===== src/rtl/div_seq.sv =====
// div_seq: sequential restoring shift-subtract divider.
//   quot = dividend / divisor, rem = dividend % divisor. One quotient bit
//   per clock. The latency is fixed at 2*size cycles from accept to done.
//
// Ports:
//   clk, rst_n        rising-edge clock, asynchronous active-low reset
//   start             request, accepted on a rising edge while ready=1
//   dividend[2*size]  numerator, captured on accept
//   divisor[size]     denominator, captured on accept
//   ready             idle (IDLE or DONE), can accept start
//   done              result valid, held until next accept or reset
//   quot[2*size]      quotient
//   rem[size]         remainder
//   dbz               divide-by-zero flag for the current result
//
// Optional feature macro: DIV_SIGNED_EN
//   When defined, the operands are two's complement. Magnitudes are divided,
//   then the signs are fixed on the DONE edge (truncation toward zero).
//   When undefined, the divider is unsigned only.
module div_seq #(
    parameter int size = 8
) (
    input  logic              clk,
    input  logic              rst_n,
    input  logic              start,
    input  logic [2*size-1:0] dividend,
    input  logic [size-1:0]   divisor,
    output logic              ready,
    output logic              done,
    output logic [2*size-1:0] quot,
    output logic [size-1:0]   rem,
    output logic              dbz
);
    localparam int W  = 2 * size;
    localparam int CW = (W > 1) ? $clog2(W) : 1;

    typedef enum logic [1:0] {IDLE, BUSY, DONE} state_t;

    state_t          r_state, w_state_nx;
    logic [CW-1:0]   r_cnt;
    logic [W-1:0]    r_dvd;     // dividend magnitude, shifted out MSB first
    logic [size-1:0] r_dvs;     // divisor magnitude
    logic [size-1:0] r_part;    // partial remainder; always < divisor between steps
    logic [W-1:0]    r_q;       // quotient bits collected so far
    logic [size-1:0] r_dlo;     // original dividend low bits, used for the dbz result
    logic            r_negq;    // quotient must be negated
    logic            r_negr;    // remainder must be negated
    logic [W-1:0]    r_quot;
    logic [size-1:0] r_rem;
    logic            r_dbz;

    logic            w_accept, w_last, w_ge, w_zero;
    logic [size:0]   w_sh, w_part_nx;
    logic [W-1:0]    w_q_nx, w_dvd_mag, w_quot_fin;
    logic [size-1:0] w_dvs_mag, w_rem_fin;

    assign ready    = (r_state != BUSY);
    assign done     = (r_state == DONE);
    assign quot     = r_quot;
    assign rem      = r_rem;
    assign dbz      = r_dbz;

    assign w_accept = start && ready;
    assign w_last   = (r_cnt == CW'(W - 1));
    assign w_zero   = (r_dvs == '0);

    // One restoring step: the step value is size+1 bits so that the
    // shifted-in bit can never be lost before the compare.
    assign w_sh      = {r_part, r_dvd[W-1]};
    assign w_ge      = (w_sh >= {1'b0, r_dvs});
    assign w_part_nx = w_ge ? (w_sh - {1'b0, r_dvs}) : w_sh;
    assign w_q_nx    = {r_q[W-2:0], w_ge};

`ifdef DIV_SIGNED_EN
    assign w_dvd_mag  = dividend[W-1] ? (-dividend) : dividend;
    assign w_dvs_mag  = divisor[size-1] ? (-divisor) : divisor;
    assign w_quot_fin = w_zero ? '1 : (r_negq ? (-w_q_nx) : w_q_nx);
    assign w_rem_fin  = w_zero ? r_dlo
                               : (r_negr ? (-w_part_nx[size-1:0]) : w_part_nx[size-1:0]);
`else
    assign w_dvd_mag  = dividend;
    assign w_dvs_mag  = divisor;
    assign w_quot_fin = w_zero ? '1 : w_q_nx;
    assign w_rem_fin  = w_zero ? r_dlo : w_part_nx[size-1:0];
`endif

    always_ff @(posedge clk or negedge rst_n) begin
        if (!rst_n) r_state <= IDLE;
        else        r_state <= w_state_nx;
    end

    always_comb begin
        w_state_nx = r_state;
        case (r_state)
            IDLE:    if (start) w_state_nx = BUSY;
            BUSY:    if (w_last) w_state_nx = DONE;
            DONE:    if (start) w_state_nx = BUSY;
            default: w_state_nx = IDLE;
        endcase
    end

    always_ff @(posedge clk or negedge rst_n) begin
        if (!rst_n) begin
            r_cnt  <= '0;
            r_dvd  <= '0;
            r_dvs  <= '0;
            r_part <= '0;
            r_q    <= '0;
            r_dlo  <= '0;
            r_negq <= 1'b0;
            r_negr <= 1'b0;
            r_quot <= '0;
            r_rem  <= '0;
            r_dbz  <= 1'b0;
        end else if (w_accept) begin
            r_cnt  <= '0;
            r_dvd  <= w_dvd_mag;
            r_dvs  <= w_dvs_mag;
            r_part <= '0;
            r_q    <= '0;
            r_dlo  <= dividend[size-1:0];
            r_negq <= dividend[W-1] ^ divisor[size-1];
            r_negr <= dividend[W-1];
        end else if (r_state == BUSY) begin
            r_cnt  <= r_cnt + 1'b1;
            r_dvd  <= {r_dvd[W-2:0], 1'b0};
            // With a zero divisor the step value can carry into bit size;
            // that bit is dropped, and the result is overridden anyway.
            r_part <= w_part_nx[size-1:0];
            r_q    <= w_q_nx;
            if (w_last) begin
                r_quot <= w_quot_fin;
                r_rem  <= w_rem_fin;
                r_dbz  <= w_zero;
            end
        end
    end
endmodule

===== config.mk =====
export PLATFORM = sky130hd
export DESIGN_NAME = div_seq
export DESIGN_NICKNAME = d
export VERILOG_FILES = /design/src/rtl/div_seq.sv
export SDC_FILE = /design/constraint.sdc
export NUM_CORES = 1
export LEC_CHECK = 0
export BUFFER_PORTS_ARGS = -buffer_cell sky130_fd_sc_hd__buf_2
export CORE_ASPECT_RATIO = 1.4
export CORE_UTILIZATION = 57
export CTS_CLUSTER_SIZE = 12
export DETAILED_ROUTE_END_ITERATION = 6
export HOLD_SLACK_MARGIN = 0.1
export PLACE_DENSITY = 0.8
export SKIP_LAST_GASP = 1
export SLEW_MARGIN = 5
export SYNTH_ARGS = -nofsm -noshare
export SYNTH_HDL_FRONTEND = slang
export SYNTH_SLANG_ARGS = --single-unit
export TNS_END_PERCENT = 10

===== constraint.sdc =====
create_clock -name clk -period 2.2 [get_ports clk]
set_input_delay 0.66 -clock clk [delete_from_list [all_inputs] [get_ports clk]]
set_output_delay 0.66 -clock clk [all_outputs]
set_load 0.01 [all_outputs]

==> flow_summary_export.csv <==
group,metric,value,unit
timing,setup_failing_eps_final,0,
routing,vias,2795,
floorplan,effective_utilization_at_floorplan,0.588,
timing,max-slew-margin-rel,0.705,
timing,final.setup_skew,0.00671,ns
routing,drt-vias-per-instance,5.72,
routing,antenna_left,0,
cells_and_area,mostFrequentLayoutCells,"dfrtp_1, buf_2, nand2_1",
floorplan,io_pins,54,
cells_and_area,layout.nets,447,
pwr,irDropWorstVdd,0.920,mV
pwr,leakagePower,0.00212,uW
timing,layout_worst_path_cycle_share,0.977,
synth,synthDistinctLibCells,39,
setup_path,cp-end-kind,"flop",
synth,synth_top_area_cell,"dfrtp_1",
global_route,number_of_global_route_vias_before_repair,2694,
timing,max_freq,465,MHz
clock_tree,clk_transition_reported_paths,0.08,ns
synth,flip_flop_and_latch_count_after_synthesis,86,
cells_and_area,area.growth.synth_to_final,17.4,%
clock_tree,cts_made_buffers,9,
setup_path,crit_path_top_delay_cell,"dfrtp_1",
floorplan,chipHeight,99.1,um
global_route,tot_gr_track_use,0.231,
synth,ys_dominant_reg_cell,"dfrtp_1",
floorplan,die_w,71.4,um
global_route,remaining_global_route_overflow,0,
timing,slew_of_the_pin_with_the_lowest_slew_margin,0.443,ns
clock_tree,cts-root-buf,"clkbuf_8",
pwr,power_density,1610,nW/um^2
cells_and_area,register_area,2150,sq um
place,dpl-instance-area,4250,sq um
run_status,outcome,"finished with violations",
timing,final.min_clock_period,2.15,ns
routing,drc,4,
setup_path,critPathArrivalTime,2.38,ns
cells_and_area,antennaDiodeCount,0,
routing,drt_first_iter_violations,172,
clock_tree,number_of_levels_the_h_tree_was_split_into,3,
routing,detail_route.first_pass.iterations,6,
synth,synth_enable_flop_cells,0,
synth,synth-warning-count,0,
setup_path,slowest_delay,0.42,ns
cells_and_area,final_cell_area,4510,sq um
synth,netlist_area,3840,sq um
routing,avgRoutedWirePerCell,15.6,um
synth,seq_area_frac_synth,0.560,
synth,synth_cells,348,
setup_path,worstPathBufferInverterCount,1,
routing,totalWireLength,7.65,mm
cells_and_area,fillCellCount,493,
place,finalWeightedCongestion,0.831,
global_route,antenna_found_initial,0,
setup_path,crit_path_cell_trace,"ha_1, a21o_1, a211o_1, a41oi_4, buf_6, mux2i_1, o21ai_1",
setup_path,critical_path_required_time,2.43,ns
cells_and_area,multi_input_comb_area,1590,sq um
setup_path,critical_path.top_delay_family,"compound AO/OA/AOI/OAI gates",
cells_and_area,final_core_utilization,0.691,
synth,synthDominantCellAreaShare,0.560,
run_status,failed_checks,"DRC",
floorplan,core_rows,35,
timing,slew_violations,0,
cells_and_area,mostFrequentLayoutCell,"dfrtp_1",
synth,avgSynthCellArea,11.0,sq um
synth,postSynthNetCount,385,
hold_path,worst_hold_path_type,"primary input to asynchronous set/reset pin",
global_route,grt_start_max_net_pins,38,
run,cap_violations,0,
clock_tree,number_of_buffers_on_the_longest_clock_path,2,
clock_tree,tritoncts_num_sinks,86,
floorplan,core_region_area,6530,sq um
floorplan,floorplan.die_area,7070,sq um
setup_path,critical_path.startpoint_type,"flop",
clock_tree,clock_latency_reported_for_the_late_side_of_the_worst_skew_pair,0.35,ns
clock_tree,tritoncts,"built",
timing,hold_viol,0,
setup_path,timing.critical_path.fanout_max,4,
cells_and_area,final_layout_size_suffix_gt1_frac,0.267,
timing,rsz_0062_raised_after_global_routing,"true",
synth,synth_top_cells_by_area,"dfrtp_1, mux2i_1, o21ai_0, mux2_2, nand2_1",
synth,synth_async_sr_flop_share,1.00,
place,dp_hpwl,5.27,mm
place,io_buffers,53,
global_route,grt_first_pass_wirelength,12.6,mm
setup_path,category_of_the_most_critical_setup_path,"flop to flop",
## registers in the layout, indices dropped and copies added, names as in the netlist
name / cells
dbz: 1
quot: 16
r_cnt: 4
r_dlo: 8
r_dvd: 16
r_dvs: 8
r_part: 8
r_q: 15
r_state: 2
rem: 8
## metal layers
layer / track usage / wire length (um) / part of all wire / up-vias
li1: - / - / - / 1357
met1: 0.319 / 3500 / 0.46 / 1381
met2: 0.367 / 3800 / 0.50 / 49
met3: 0.0466 / 251 / 0.033 / 8
met4: 0.0785 / 92 / 0.012 / 0
met5: 0 / 0 / 0 / -
## report_power, final
group	leakage, uW	internal (uW)	switching (uW)
combinational	0.000968	1570	1700
sequential	0.00104	2300	486
clock	0.000106	638	549
## kinds of logic after synthesis
kind of cell / after synthesis / synth area share
AO/OA/AOI/OAI: 98 / 0.159
buffers and inverters: 31 / 0.0349
AND/OR/NAND/NOR: 77 / 0.0876
adder cells (fa/ha/maj): 10 / 0.0345
flip-flops: 86 / 0.560
XOR/XNOR: 7 / 0.0160
multiplexers: 39 / 0.107
## layout make-up
cell class                      instances  area share
Tap cell                               74      0.0205
Multi-Input combinational cell        231       0.352
Sequential cell                        86       0.477
Inverter                               12     0.00999
Clock inverter                          6      0.0192
Timing Repair Buffer                   70      0.0921
Clock buffer                           10      0.0283
## cells in the mapped netlist (all sizes together), types with 2 or more instances
cell / count
dfrtp: 86
o21ai: 53
nand2: 52
mux2i: 22
mux2: 17
o22a: 15
inv: 11
nand3: 11
clkbuf: 10
buf: 9
ha: 9
a21oi: 7
a22oi: 7
a21o: 6
nor2: 4
xor2: 4
nand2b: 3
xnor2: 3
a31oi: 2
and3: 2
nor4: 2
o31ai: 2
## per-stage QoR
step / TNS (ns) / worst slack, ns / cells / power, uW / hold slack [ns]
after global routing: -0.482 / -0.0603 / 489 / 7780 / 0.263
final: 0 / 0.0508 / 489 / 7240 / 0.250
after detailed placement: 0 / 0.0713 / 472 / 5750 / 0.463
after CTS: 0 / 0.0607 / 488 / 6980 / 0.246
after floorplan: 0 / 0.176 / 348 / 4900 / 0.364
after global placement: 0 / 0.137 / 472 / 5620 / 0.461
## path summary, 6_finish.rpt
kind,slack [ns],cells after the start,startpoint,to
min in group clk,0.48,1,dbz$_DFFE_PN0P_,dbz$_DFFE_PN0P_
max reg2reg,0.05,7,r_part[5]$_DFFE_PN0P_,rem[3]$_DFFE_PN0P_
min reg2reg,0.48,1,dbz$_DFFE_PN0P_,dbz$_DFFE_PN0P_
min,0.25,1,rst_n,quot[4]$_DFFE_PN0P_
max,0.05,7,r_part[5]$_DFFE_PN0P_,rem[3]$_DFFE_PN0P_
max in group asynchronous,1.41,2,rst_n,quot[2]$_DFFE_PN0P_
## timing repair
action,in CTS,in global routing
setup buffers,0,1
setup endpoints to repair,0,13
gates resized for setup,0,9
hold buffers,0,0
## worst reg2reg max path, cell delays in order, from the launching register on
cell and delay (ns):
dfrtp_1 0.42, ha_1 0.32, a21o_1 0.20, a211o_1 0.32, a41oi_4 0.27, buf_6 0.18
mux2i_1 0.24, o21ai_1 0.08
No activity file was read; power rests on OpenSTA's default activity.
